`src/rtl/fifo_word_serializer.sv`:
```
// fifo_word_serializer: fetches 16-bit words from an upstream FIFO and sends each as a start/data/parity/stop serial frame
// Ports:
//   CLK          system clock, shared with the upstream FIFO
//   RST          synchronous active-high reset, aborts any frame in flight
//   EN           1 permits fetching the next word; a started frame always completes
//   QUEUE_EMPTY  empty flag from the FIFO
//   DOUT         FIFO read data, valid the cycle after RD is sampled
//   RD           registered one-cycle read strobe
//   TX           registered serial line, idle high
//   BUSY         high in every state except IDLE
//   WORD_CNT     frames fully transmitted, wraps modulo 2^16
module fifo_word_serializer #(
    parameter int BIT_TICKS = 4,
    parameter int PARITY_EN = 1
) (
    input  logic        CLK,
    input  logic        RST,
    input  logic        EN,
    input  logic        QUEUE_EMPTY,
    input  logic [15:0] DOUT,
    output logic        RD,
    output logic        TX,
    output logic        BUSY,
    output logic [15:0] WORD_CNT
);
    localparam logic [2:0] IDLE  = 3'd0;
    localparam logic [2:0] REQ   = 3'd1;
    localparam logic [2:0] CAPT  = 3'd2;
    localparam logic [2:0] START = 3'd3;
    localparam logic [2:0] DATA  = 3'd4;
    localparam logic [2:0] PAR   = 3'd5;
    localparam logic [2:0] STOP  = 3'd6;
    localparam logic [7:0] LAST_TICK = 8'(BIT_TICKS - 1);

    logic [2:0]  state;
    logic [15:0] shreg;
    logic [7:0]  tick;
    logic [4:0]  bit_idx;
    logic        parity;
    logic        timed;
    logic        bit_end;
    logic        fetch;

    // START..STOP are the bit-timed states; the tick counter idles at zero elsewhere
    assign timed   = (state >= START) && (state <= STOP);
    assign bit_end = (tick == LAST_TICK);
    assign fetch   = EN && !QUEUE_EMPTY;
    assign BUSY    = (state != IDLE);

    always_ff @(posedge CLK) begin
        if (RST) begin
            state    <= IDLE;
            RD       <= 1'b0;
            TX       <= 1'b1;
            WORD_CNT <= 16'd0;
            shreg    <= 16'd0;
            tick     <= 8'd0;
            bit_idx  <= 5'd0;
            parity   <= 1'b0;
        end else begin
            RD   <= 1'b0;
            tick <= (timed && !bit_end) ? tick + 8'd1 : 8'd0;
            case (state)
                IDLE: begin
                    RD    <= fetch;
                    state <= fetch ? REQ : IDLE;
                end
                REQ: state <= CAPT;
                CAPT: begin
                    shreg   <= DOUT;
                    parity  <= ^DOUT;
                    bit_idx <= 5'd0;
                    TX      <= 1'b0;
                    state   <= START;
                end
                START: begin
                    if (bit_end) begin
                        TX    <= shreg[0];
                        state <= DATA;
                    end
                end
                DATA: begin
                    if (bit_end) begin
                        if (bit_idx == 5'd15) begin
                            TX    <= (PARITY_EN != 0) ? parity : 1'b1;
                            state <= (PARITY_EN != 0) ? PAR : STOP;
                        end else begin
                            // TX takes the next bit directly so it changes only on the bit boundary
                            shreg   <= shreg >> 1;
                            TX      <= shreg[1];
                            bit_idx <= bit_idx + 5'd1;
                        end
                    end
                end
                PAR: begin
                    if (bit_end) begin
                        TX    <= 1'b1;
                        state <= STOP;
                    end
                end
                STOP: begin
                    if (bit_end) begin
                        WORD_CNT <= WORD_CNT + 16'd1;
                        RD       <= fetch;
                        state    <= fetch ? REQ : IDLE;
                    end
                end
                default: state <= IDLE;
            endcase
        end
    end
endmodule

```
`config.mk`:
```
export PLATFORM = sky130hd
export DESIGN_NAME = fifo_word_serializer
export DESIGN_NICKNAME = d
export VERILOG_FILES = /design/src/rtl/fifo_word_serializer.sv
export SDC_FILE = /design/constraint.sdc
export NUM_CORES = 1
export LEC_CHECK = 0
export ABC_AREA = 1
export BUFFER_PORTS_ARGS = -buffer_cell sky130_fd_sc_hd__buf_2
export CORE_MARGIN = 2
export CORE_UTILIZATION = 40
export DETAILED_ROUTE_END_ITERATION = 10
export GPL_TIMING_DRIVEN = 0
export PLACE_DENSITY = 0.69
export SYNTH_ARGS = -nofsm -noshare
export SYNTH_HDL_FRONTEND = slang
export SYNTH_SLANG_ARGS = --single-unit
```
`constraint.sdc`:
```
create_clock -name CLK -period 1.57 [get_ports CLK]
set_input_delay 0.3925 -clock CLK [delete_from_list [all_inputs] [get_ports CLK]]
set_output_delay 0.3925 -clock CLK [all_outputs]
set_load 0.005 [all_outputs]
```
; After elaboration in Yosys (flattened, before gate mapping)
; Cells that the tools add are included.
[totals]
reg_bits = 51
in_bits = 20
[op_classes]
n_addsub = 3
magnitude_cmp = 2
n_eq_ne = 14
n_mux = 20
bitwise_logic = 1
reduce_logical = 15
[ops]
columns = cell, n
row1 = 16-bit 2-to-1 mux, 2
row2 = 16-bit case mux with 2 select lines, 1
row3 = 3-bit case mux with 7 select lines, 1
row4 = "16-bit by 1-bit adder with 16-bit output, second input constant", 1
row5 = 16-bit parity, 1
row6 = 3-bit 2-to-1 mux, 5
row7 = "2-bit != test, second input constant", 6
row8 = 5-bit 2-to-1 mux, 2
row9 = 5-bit case mux with 2 select lines, 1
row10 = "3-bit == test, second input constant", 3
row11 = "8-bit by 1-bit adder with 8-bit output, second input constant", 1
row12 = "8-bit by 2-bit == test with 1-bit output, second input constant", 1
row13 = "3-bit by 2-bit == test with 1-bit output, second input constant", 2
row14 = 1-bit 2-to-1 mux, 6
row15 = "5-bit by 1-bit adder with 5-bit output, second input constant", 1
row16 = "5-bit by 4-bit == test with 1-bit output, second input constant", 1
row17 = 5-bit AND reduction, 1
row18 = 1-bit case mux with 4 select lines, 1
row19 = 4-bit AND reduction, 1
row20 = 4-bit nonzero test, 1
row21 = "3-bit by 1-bit == test with 1-bit output, second input constant", 1
row22 = "3-bit by 2-bit >= comparator with 1-bit output, second input constant", 1
row23 = "3-bit <= comparator, second input constant", 1
row24 = 1-bit logical AND, 3
row25 = other kinds (9), 10

; Longest topological paths before layout
[logic_depth]
depth_word = 5
depth_mapped = 12

; Worst setup path before layout
; OpenSTA, ideal clock, no wires.
[synth_path]
path_type = flip-flop to flip-flop
startpoint = register bit_idx[0]
endpoint = register shreg[14]
setup_time_ns = 0.119
t_arrival_ns = 1.547
slack_ns = -0.097
stages_incl_launch_ff = 11
cell_sequence = dfxtp_1 ha_1 inv_1 nor3_1 ha_1 or2_4 nand2_1 nand2_1 clkbuf_1 o21ai_0 a21oi_1
[synth_via]
elab_chain_cells = 3
[synth_lines]
columns = item, line
row1 = "start, declared", 38  ; logic [4:0] bit_idx;
row2 = "start signal, assigned", 91  ; bit_idx <= bit_idx + 5'd1;
row3 = 5-bit by 4-bit == test with 1-bit output, 84  ; if (bit_idx == 5'd15) begin
row4 = 2-bit != test (no source line), -
row5 = 3-bit AND reduction (no source line), -
row6 = "end signal, assigned", 89  ; shreg <= shreg >> 1;
row7 = "end, declared", 36  ; logic [15:0] shreg;
; No other way between the ends.
; A chain may end at the register's enable or synchronous reset.

; Worst setup path in the final report
[layout_path]
startpoint = register bit_idx[1]
endpoint = register bit_idx[1]
[layout_via]
elab_chain_cells = 4
[layout_lines]
columns = item, line
row1 = 5-bit by 1-bit adder with 5-bit output, 91
row2 = 5-bit 2-to-1 mux, 84
row3 = 5-bit 2-to-1 mux, 83  ; if (bit_end) begin
row4 = 5-bit case mux with 2 select lines, 63  ; case (state)
; Several ways; a longest one is shown, not always the timed one. The select of a mux whose other input is x is not followed.

==> qor.txt <==
Drt pass-1 iters = 4
R2R Setup Slk = -90 ps
Starting DRT DRC Count = 132
Final min period = 1660 ps
Clock Latency Late Sink = 300 ps
Failing checks = setup timing
Cell count after synthesis = 489
DP Cell Count = 625
Die area = 8230 um2
Gr ovfl total = 0
Avg WL per Cell = 11.4 um
CTS Buffer Depth = 2
Post-synth top area cell = dfxtp_1
Clock Power Share = 26.5%
Antenna Violating Nets Remaining = 0
Hold depth = 3
Post-DP HPWL = 5.24 mm
Crit path required time = 1780 ps
Initial antenna violation count = 0
Die H = 90.7 um
Final Hold Fails = 0
Area of the mapped netlist = 3010 um2
#FFs+latches synth = 51
CP Class = reg -> reg
H-tree depth = 2
Finished Layout Cells = 641
CTS tree = done
Share of the synthesized area in the top cell type = 34.0%
CTS Buf Count = 5
TNS Setup = -997 ps
Core box area = 7250 um2
Normalized max-slew margin = 58.2%
Vias = 3,146
Crit. End Element = flip-flop
Tot GR Track Use = 18.4%
Vias in the first global route = 2,993
Clock slew at reported path FFs = 100 ps
Total clock sinks = 51
RR Endpoint = bit_idx[1]$_SDFFE_PP0P_
Max-cap violation count = 0
Top post-synthesis cells by area = dfxtp_1 (34%), nand2_1 (20%), inv_1 (8.9%)
PD cells = 842 nW/um2
Syn. warnings = 0
Post-synth EDFFs = 0
Hold Path End = shreg[15]$_SDFFE_PP0P_
Crit start category = flip-flop
R2r startpoint = bit_idx[1]$_SDFFE_PP0P_
Place WS = -252 ps
Row Count = 31
DR DRC count = 0
Reg2Reg Depth = 11
Routed WL = 7.29 mm
Tcrit/Tclk final = 106%
Switching pwr = 0.00101 W
Synth top cells by count = nand2_1 (162), inv_1 (71), dfxtp_1 (51)
Avg Inst Size Synth = 6.15 um2
Gr busiest metal = met2
Global-route wire length before repair = 12.9 mm
Clock Skew = 12.0 ps
CTS Hold Bufs = 0
M3 GR Usage = 2.67%
Share of cells above drive strength 1 = 23.6%
RSZ-0062 raised after global routing = yes
Syn Nets = 516
Outcome = complete, but fails checks
Die width = 90.7 um
Root buf cell = clkbuf_8
Final setup viols = 20
Count leader, synth = nand2_1
Max VDD drop = 0.554 mV
Count of cell types in the netlist = 29
HP Class = in -> reg
Final #Nets = 568
Design internal power = 0.00217 W
Asr flop ratio synth = 0%
Number of diodes = 0
Initial core utilization = 41.5%
Comb power frac = 27.0%
Worst-margin pin slew = 628 ps
Crit-path max FO = 5
GPL Wtd Cong = 0.905
Via density = 4.91
Post-synth top flop = dfxtp_1
Slew Limit Fails = 0
Met1 Use GR = 23.4%
Number of port buffers = 37
Total power draw = 0.00318 W
# IOs = 39
Synth-to-Final Area Change = 25.8%
Switching share of power = 31.7%
Met2 GRT Util = 32.8%
Min setup slack post-route = -87.2 ps
Hold_ws = 401 ps
Sequential share of the synthesized area = 34.0%
Largest net degree at the start of global routing = 16
Hold_sp = DOUT[15]
Achievable Freq = 603 MHz
Leak = 1.67 nW
CP arrival = 1870 ps
Sequential Power Share = 46.5%
-- final cells by class --
cell class / instances / area [um2]
Buffer: 14 / 105
Clock buffer: 7 / 96.3
Clock inverter: 1 / 7.51
Fill cell: 757 / 3470
Inverter: 72 / 275
Multi-Input combinational cell: 352 / 1870
Sequential cell: 51 / 1030
Tap cell: 99 / 124
Timing Repair Buffer: 45 / 269
-- worst max-delay path by stage --
| stage | startpoint | end | slack [ps] | cells after the start |
|---|---|---|---|---|
| after floorplan | bit_idx[1]$_SDFFE_PP0P_ | bit_idx[3]$_SDFFE_PP0P_ | -10 | 12 |
| after global placement | tick[0]$_SDFF_PP0_ | WORD_CNT[2]$_SDFFE_PP0P_ | -220 | 8 |
| after detailed placement | tick[0]$_SDFF_PP0_ | WORD_CNT[2]$_SDFFE_PP0P_ | -250 | 8 |
| after CTS | bit_idx[1]$_SDFFE_PP0P_ | bit_idx[2]$_SDFFE_PP0P_ | -70 | 11 |
| after global routing | bit_idx[1]$_SDFFE_PP0P_ | bit_idx[3]$_SDFFE_PP0P_ | -170 | 12 |
| final | bit_idx[1]$_SDFFE_PP0P_ | bit_idx[1]$_SDFFE_PP0P_ | -90 | 11 |
-- flip-flops by register name, summed over array words and instances, names as in the netlist --
name      flops
WORD_CNT     16
shreg        16
tick          8
bit_idx       5
state         3
RD            1
TX            1
parity        1
-- stage by stage --
step,util [%],area (um2)
floorplan,-,3030
global placement,46.1,3340
detailed placement,46.1,3340
CTS,49.6,3600
global route,52.1,3780
finish,52.1,3780
-- what timing repair did --
action,CTS,global route
resized for setup,39,61
gates cloned,2,0
pin swaps,6,13
setup endpoints to repair,35,51
buffers inserted,4,2
-- cell families after synthesis --
family | Yosys count | share of synthesized area (%)
DFF | 51 | 34.0
xor gates and xnor gates | 9 | 2.62
AOI/OAI and AO/OA | 89 | 15.1
buffers and inverters | 86 | 11.3
and+or+nand+nor | 247 | 34.0
adders and majority gates | 7 | 2.91
-- cells in the final DEF (no fill, tap or decap), types with 8 or more instances in the layout --
| cell | n |
|---|---|
| buf_2 | 37 |
| o21ai_1 | 8 |
| dfxtp_1 | 43 |
| nor2_1 | 31 |
| a21oi_1 | 34 |
| o21ai_0 | 18 |
| inv_1 | 69 |
| clkbuf_8 | 8 |
| nand2_1 | 153 |
| nand3_1 | 21 |
| a21oi_2 | 10 |
| o21ai_2 | 14 |
-- critical path, stage by stage (launching register included) --
cell	delay, ps
dfxtp_4	370
ha_4	160
inv_4	50
nor3_4	30
ha_2	180
or2_4	240
nand2_4	70
nand2_4	80
buf_6	140
inv_4	50
nand3_1	60
a21oi_1	140
-- routing by layer --
layer | wire length (um) | share of wire [%]
met5 | 0 | 0
met4 | 51 | 0.70
met3 | 325 | 4.5
met2 | 3560 | 49
met1 | 3350 | 46
-- power by group through the flow --
stage / Clock [W] / Combinational [W] / Sequential, W
3_3_place_gp: 0 / 0.000617 / 0.00150
3_5_place_dp: 0 / 0.000636 / 0.00150
5_1_grt: 0.000914 / 0.000968 / 0.00149
2_1_floorplan: 0 / 0.000468 / 0.00149
4_1_cts: 0.000874 / 0.000770 / 0.00148
6_report: 0.000844 / 0.000858 / 0.00148
Note: power is estimated with default switching activity, not from simulation.
